### config.mk
export PLATFORM = sky130hd
export DESIGN_NAME = spi_serializer_v2
export DESIGN_NICKNAME = d
export VERILOG_FILES = /design/src/rtl/spi_serializer_v2.sv
export SDC_FILE = /design/constraint.sdc
export NUM_CORES = 1
export LEC_CHECK = 0
export ABC_AREA = 0
export CORE_MARGIN = 5
export CORE_UTILIZATION = 50
export DETAILED_ROUTE_END_ITERATION = 10
export PLACE_DENSITY = 0.76
export SLEW_MARGIN = 30
export SYNTH_ARGS = -nofsm -noshare
export SYNTH_HDL_FRONTEND = slang
export SYNTH_SLANG_ARGS = --single-unit
### constraint.sdc
create_clock -name clk -period 3.8 [get_ports clk]
set_input_delay 0.57 -clock clk [delete_from_list [all_inputs] [get_ports clk]]
set_output_delay 0.57 -clock clk [all_outputs]
set_load 0.05 [all_outputs]
### src/rtl/spi_serializer_v2.sv
// Full-duplex SPI master shift engine: run-time bit count, clock divider and
// CPOL/CPHA mode. Frames one request with n_cs and returns the captured word.
module spi_serializer_v2 #(
  parameter int DATAW     = 32,
  parameter int CNTW      = 6,
  parameter int DIVW      = 8,
  parameter int LSB_FIRST = 0
) (
  input  logic             clk,
  input  logic             rst_n,
  input  logic             valid_in,
  output logic             ready_out,
  input  logic [DATAW-1:0] data_in,
  input  logic [CNTW-1:0]  nbits,
  input  logic             cpol,
  input  logic             cpha,
  input  logic [DIVW-1:0]  clk_div,
  output logic             n_cs,
  output logic             spi_clk,
  output logic             mosi,
  input  logic             miso,
  output logic [DATAW-1:0] data_out,
  output logic             valid_out,
  output logic             err
);

  localparam logic [2:0] S_IDLE  = 3'd0;
  localparam logic [2:0] S_SETUP = 3'd1;
  localparam logic [2:0] S_SHIFT = 3'd2;
  localparam logic [2:0] S_HOLD  = 3'd3;
  localparam logic [2:0] S_DONE  = 3'd4;

  logic [2:0]       state_q, state_d;
  logic [DIVW-1:0]  div_q, div_d, hdiv_q, hdiv_d;
  logic [CNTW:0]    half_q, half_d, h_nx, last_idx;
  logic [CNTW-1:0]  nb_q, nb_d;
  logic             cpol_q, cpol_d, cpha_q, cpha_d;
  logic [DATAW-1:0] tx_q, tx_d, rx_q, rx_d, dout_q, dout_d, tx_ld;
  logic             ncs_q, ncs_d, sclk_q, sclk_d, mosi_q, mosi_d;
  logic             vld_q, vld_d, err_q, err_d, rdy_q, rdy_d;
  logic             edge_go;

  // MSB-first transfers left-justify the active field so the shifter always
  // exits from a fixed end regardless of nbits.
  function automatic logic [DATAW-1:0] align_tx(input logic [DATAW-1:0] d,
                                                input logic [CNTW-1:0]  n);
    if (LSB_FIRST != 0) return d;
    return d << (DATAW - int'(n));
  endfunction

  function automatic logic out_bit(input logic [DATAW-1:0] v);
    return (LSB_FIRST != 0) ? v[0] : v[DATAW-1];
  endfunction

  function automatic logic [DATAW-1:0] tx_shift(input logic [DATAW-1:0] v);
    return (LSB_FIRST != 0) ? (v >> 1) : (v << 1);
  endfunction

  function automatic logic [DATAW-1:0] rx_shift(input logic [DATAW-1:0] v,
                                                input logic             b);
    return (LSB_FIRST != 0) ? {b, v[DATAW-1:1]} : {v[DATAW-2:0], b};
  endfunction

  function automatic logic [DATAW-1:0] rx_align(input logic [DATAW-1:0] v,
                                                input logic [CNTW-1:0]  n);
    if (LSB_FIRST != 0) return v >> (DATAW - int'(n));
    return v;
  endfunction

  assign tx_ld    = align_tx(data_in, nbits);
  assign last_idx = {nb_q, 1'b0} - (CNTW+1)'(1);

  always_comb begin
    state_d = state_q;
    div_d   = div_q;
    hdiv_d  = hdiv_q;
    half_d  = half_q;
    nb_d    = nb_q;
    cpol_d  = cpol_q;
    cpha_d  = cpha_q;
    tx_d    = tx_q;
    rx_d    = rx_q;
    dout_d  = dout_q;
    ncs_d   = ncs_q;
    sclk_d  = sclk_q;
    mosi_d  = mosi_q;
    vld_d   = 1'b0;
    err_d   = 1'b0;
    edge_go = 1'b0;
    h_nx    = '0;

    case (state_q)
      S_IDLE: begin
        ncs_d  = 1'b1;
        sclk_d = cpol;
        mosi_d = 1'b0;
        if (valid_in && rdy_q) begin
          if (nbits == '0 || int'(nbits) > DATAW) begin
            err_d = 1'b1;
          end else begin
            state_d = S_SETUP;
            nb_d    = nbits;
            cpol_d  = cpol;
            cpha_d  = cpha;
            hdiv_d  = clk_div;
            div_d   = '0;
            tx_d    = tx_ld;
            rx_d    = '0;
            ncs_d   = 1'b0;
            mosi_d  = out_bit(tx_ld);
          end
        end
      end
      S_SETUP, S_SHIFT: begin
        if (div_q == hdiv_q) begin
          div_d = '0;
          if (state_q == S_SETUP) begin
            state_d = S_SHIFT;
            edge_go = 1'b1;
          end else if (half_q == last_idx) begin
            state_d = S_HOLD;
          end else begin
            edge_go = 1'b1;
            h_nx    = half_q + (CNTW+1)'(1);
          end
        end else begin
          div_d = div_q + DIVW'(1);
        end
      end
      S_HOLD: begin
        if (div_q == hdiv_q) begin
          div_d   = '0;
          state_d = S_DONE;
          ncs_d   = 1'b1;
          mosi_d  = 1'b0;
          vld_d   = 1'b1;
          dout_d  = rx_align(rx_q, nb_q);
        end else begin
          div_d = div_q + DIVW'(1);
        end
      end
      S_DONE:  state_d = S_IDLE;
      default: state_d = S_IDLE;
    endcase

    // Even half-periods open with a leading edge, odd ones with a trailing edge.
    if (edge_go) begin
      half_d = h_nx;
      sclk_d = ~sclk_q;
      if (cpha_q ? h_nx[0] : !h_nx[0]) rx_d = rx_shift(rx_q, miso);
      if (cpha_q ? (!h_nx[0] && h_nx != '0) : (h_nx[0] && h_nx != last_idx)) begin
        tx_d   = tx_shift(tx_q);
        mosi_d = out_bit(tx_d);
      end
    end

    rdy_d = (state_d == S_IDLE);
  end

  always_ff @(posedge clk) begin
    if (!rst_n) begin
      state_q <= S_IDLE;
      ncs_q   <= 1'b1;
      sclk_q  <= 1'b0;
      mosi_q  <= 1'b0;
      dout_q  <= '0;
      vld_q   <= 1'b0;
      err_q   <= 1'b0;
      rdy_q   <= 1'b0;
    end else begin
      state_q <= state_d;
      ncs_q   <= ncs_d;
      sclk_q  <= sclk_d;
      mosi_q  <= mosi_d;
      dout_q  <= dout_d;
      vld_q   <= vld_d;
      err_q   <= err_d;
      rdy_q   <= rdy_d;
    end
  end

  // Working registers are (re)initialised on every accepted request.
  always_ff @(posedge clk) begin
    div_q  <= div_d;
    hdiv_q <= hdiv_d;
    half_q <= half_d;
    nb_q   <= nb_d;
    cpol_q <= cpol_d;
    cpha_q <= cpha_d;
    tx_q   <= tx_d;
    rx_q   <= rx_d;
  end

  assign ready_out = rdy_q;
  assign n_cs      = ncs_q;
  assign spi_clk   = sclk_q;
  assign mosi      = mosi_q;
  assign data_out  = dout_q;
  assign valid_out = vld_q;
  assign err       = err_q;

endmodule

==> results.cfg <==
[cells_and_area]
fillerInstances = 1189
antenna_cells = 0
layout.nets = 962
utilization = 0.623
drive_gt1_frac = 0.120
syn2layout_area_growth_pct = 24.1
layoutNonFillerInstCount = 1102

[critical_path]
reg2reg_depth = 11
path_buf_inv = 2
cpPeakStageDelay_ns = 0.44
slowest_stage = edfxtp_1
cp_data_arrival_time_ns = 3.75
required_ns = 4.10
r2r_start = nb_q[0]$_DFFE_PP_
crit_type = reg -> reg
crit_fanout = 16
worstSetupEndpointType = register
cp-start-kind = register
timing.reg2reg.setup_slack_ns = 0.35
rr_endpoint = tx_q[2]$_DFF_P_
path_delay_family = simple AND/OR/NAND/NOR gates
path_cells = inv_1 -> ha_1 -> nor3b_1 -> xnor2_1 -> nor4b_4 -> a221oi_1 -> or3_1 -> a211o_1 -> o21ai_4 -> buf_12 -> mux2_2

[floorplan]
dieWidth_um = 130
rows = 44
start_util = 0.502
ios = 90
core_mm2 = 0.0144
dieArea_mm2 = 0.0169
die_h_um = 130

[worst_hold_path]
hp-class = reg -> reg
min_from = data_out[6]$_SDFFE_PN0P_
holdPathEnd = data_out[6]$_SDFFE_PN0P_
holdPathStages = 2

[drt]
num_vias = 6210
route.detailed.drc = 0
drtIter0Drc = 630
vias_per_cell = 5.64
routed_wl_um = 17300
final_antenna_net_count = 0
first_pass_iters = 5
detail_route.wl_per_cell_um = 15.7

[synth]
synthesis.nets = 874
synth_top_area_share = 0.288
syn_inst = 818
async_flop_share = 0
synth-warning-count = 0
synthTopCellsByArea = dfxtp_1 (29%), edfxtp_1 (12%), nand2_1 (9.3%)
synth_ff_type = dfxtp_1
netlist_top_cells_count = nand2_1 (178), dfxtp_1 (104), o21ai_0 (64), a21oi_1 (60), nor2_1 (52)
synth_edf_count = 30
yosysMostFrequentCell = nand2_1
synth_area_mm2 = 0.00722
synth_seq_cells = 134
synth.distinct_cells = 65
ys_seq_area_frac = 0.413
avgSynthCellArea_um2 = 8.82
yosys.area.top_type = dfxtp_1

[global_route]
met1_usage = 0.268
grt_pass1_vias = 5898
use_met2 = 0.358
grt_pass1_wl_um = 28600
antenna_found_initial = 0
grt_max_degree = 65
gr-usage-all-layers = 0.210
grt-ovfl-total = 0
busiest_layer = met2
grtUsageMet3 = 0.0413

[timing]
setup-tns-final_ns = 0
fmax_mhz = 290
finalCritPeriodShare = 0.908
maxSlewHeadroom = 0.422
finalSetupViolCount = 0
tightest_slew_ns = 0.867
maxSlewViolCount = 0
fin_crit_ns = 3.45
hold_viol = 0
rsz0062_at_grt = no
skew_ns = 0.0136

[clock_tree]
cts_resized = 0
clockBufferDepth = 2
cts_num_sinks = 134
cts_buffers = 17
cts_tree = yes
clk_pin_slew_ns = 0.06
htreeDepth = 4
ctsHoldBuffers = 0
clk_latency_ns = 0.41
root_buffer = clkbuf_16
post_cts_buffers = 0

[power]
cellLeakagePower_nw = 3.37
p_seq_frac = 0.420
clkPwrFrac = 0.426
internal_power_mw = 2.82
pwr_density_cell_mw_per_mm2 = 424
combPwrFrac = 0.153
swShare = 0.258
vdd_drop_max_mv = 0.295
p_sw_uw = 980
power_mw = 3.80

[placed_design]
io_buffers = 89
place_inst = 1071
gp_congestion = 0.915
dp_hpwl_um = 12500

[run_status]
outcome = finished clean

[run]
drv_cap = 0
## registers in the layout, summed over array words and instances, names as in the netlist, 3 cells and up
signal,flops
div_q,8
rx_q,32
state_q,3
hdiv_q,8
half_q,7
data_out,32
nb_q,6
tx_q,31
## worst max-delay path by stage
stage | endpoint | cells after the start | slack, ns | startpoint
after floorplan | tx_q[29]$_DFF_P_ | 13 | 0.49 | nbits[0]
after global placement | mosi$_SDFF_PN0_ | 11 | 0.28 | nbits[1]
after detailed placement | mosi$_SDFF_PN0_ | 11 | 0.28 | nbits[1]
after CTS | tx_q[2]$_DFF_P_ | 11 | 0.35 | nb_q[1]$_DFFE_PP_
after global routing | tx_q[1]$_DFF_P_ | 11 | 0.12 | nb_q[0]$_DFFE_PP_
final | tx_q[2]$_DFF_P_ | 11 | 0.35 | nb_q[0]$_DFFE_PP_
## through the flow
step | area (µm²) | setup WS, ns | hold slack [ns]
2_1_floorplan | 7220 | 0.492 | 0.428
3_3_place_gp | 8360 | 0.278 | 0.434
3_5_place_dp | 8370 | 0.281 | 0.447
4_1_cts | 8960 | 0.349 | 0.454
5_1_grt | 8960 | 0.120 | 0.472
6_report | 8960 | 0.349 | 0.453
## worst register-to-register path: cells and delay by family (launching register included)
family                     cells  cell delay (ns)
AOI/OAI and AO/OA              3             0.75
xor gates and xnor gates       1             0.17
adders and majority gates      1             0.21
buffers and inverters          2             0.33
DFF                            1             0.44
muxes                          1             0.35
and+or+nand+nor                3             1.10
## layout make-up
cell class / instances / area, µm² / share of cell area
Sequential cell: 134 / 2980 / 0.333
Tap cell: 184 / 230 / 0.0257
Clock buffer: 20 / 479 / 0.0535
Multi-Input combinational cell: 615 / 3950 / 0.441
Clock inverter: 11 / 110 / 0.0123
Inverter: 22 / 82.6 / 0.00922
Timing Repair Buffer: 116 / 1130 / 0.126
## power groups by stage
stage	logic, mW	clock network, mW	registers [mW]
3_5_place_dp	0.576	0	1.62
6_report	0.583	1.62	1.59
2_1_floorplan	0.390	0	1.62
4_1_cts	0.578	1.63	1.59
3_3_place_gp	0.567	0	1.62
5_1_grt	0.637	1.70	1.60
## logic make-up after synthesis
logic type | Yosys count | synth area share
simple gates | 298 | 0.180
mux | 76 | 0.135
fa+ha+maj | 4 | 0.00693
compound gates | 197 | 0.170
xor+xnor | 40 | 0.0515
buf+inv | 69 | 0.0430
flops | 134 | 0.413
## cell usage in the layout, fill, tap and decap left out, types with 14 or more instances in the layout
cell type,Yosys,routed
xor2_1,15,15
xnor2_1,23,22
clkdlybuf4s50_1,0,88
inv_1,21,21
mux2_4,20,20
dfxtp_1,104,104
nand2_1,178,177
mux2i_1,36,36
o21ai_0,64,64
a22o_1,14,14
buf_4,0,24
nor2_1,52,52
a21oi_1,60,60
clkbuf_16,0,19
nor3_1,16,14
edfxtp_1,30,30
## metal layers
| layer | part of all wire | vias up |
|---|---|---|
| met5 | 0 | - |
| met2 | 0.50 | 159 |
| met4 | 0.014 | 0 |
| met1 | 0.44 | 2927 |
| met3 | 0.045 | 25 |
| li1 | - | 3099 |
No activity file was read; power rests on OpenSTA's default activity.
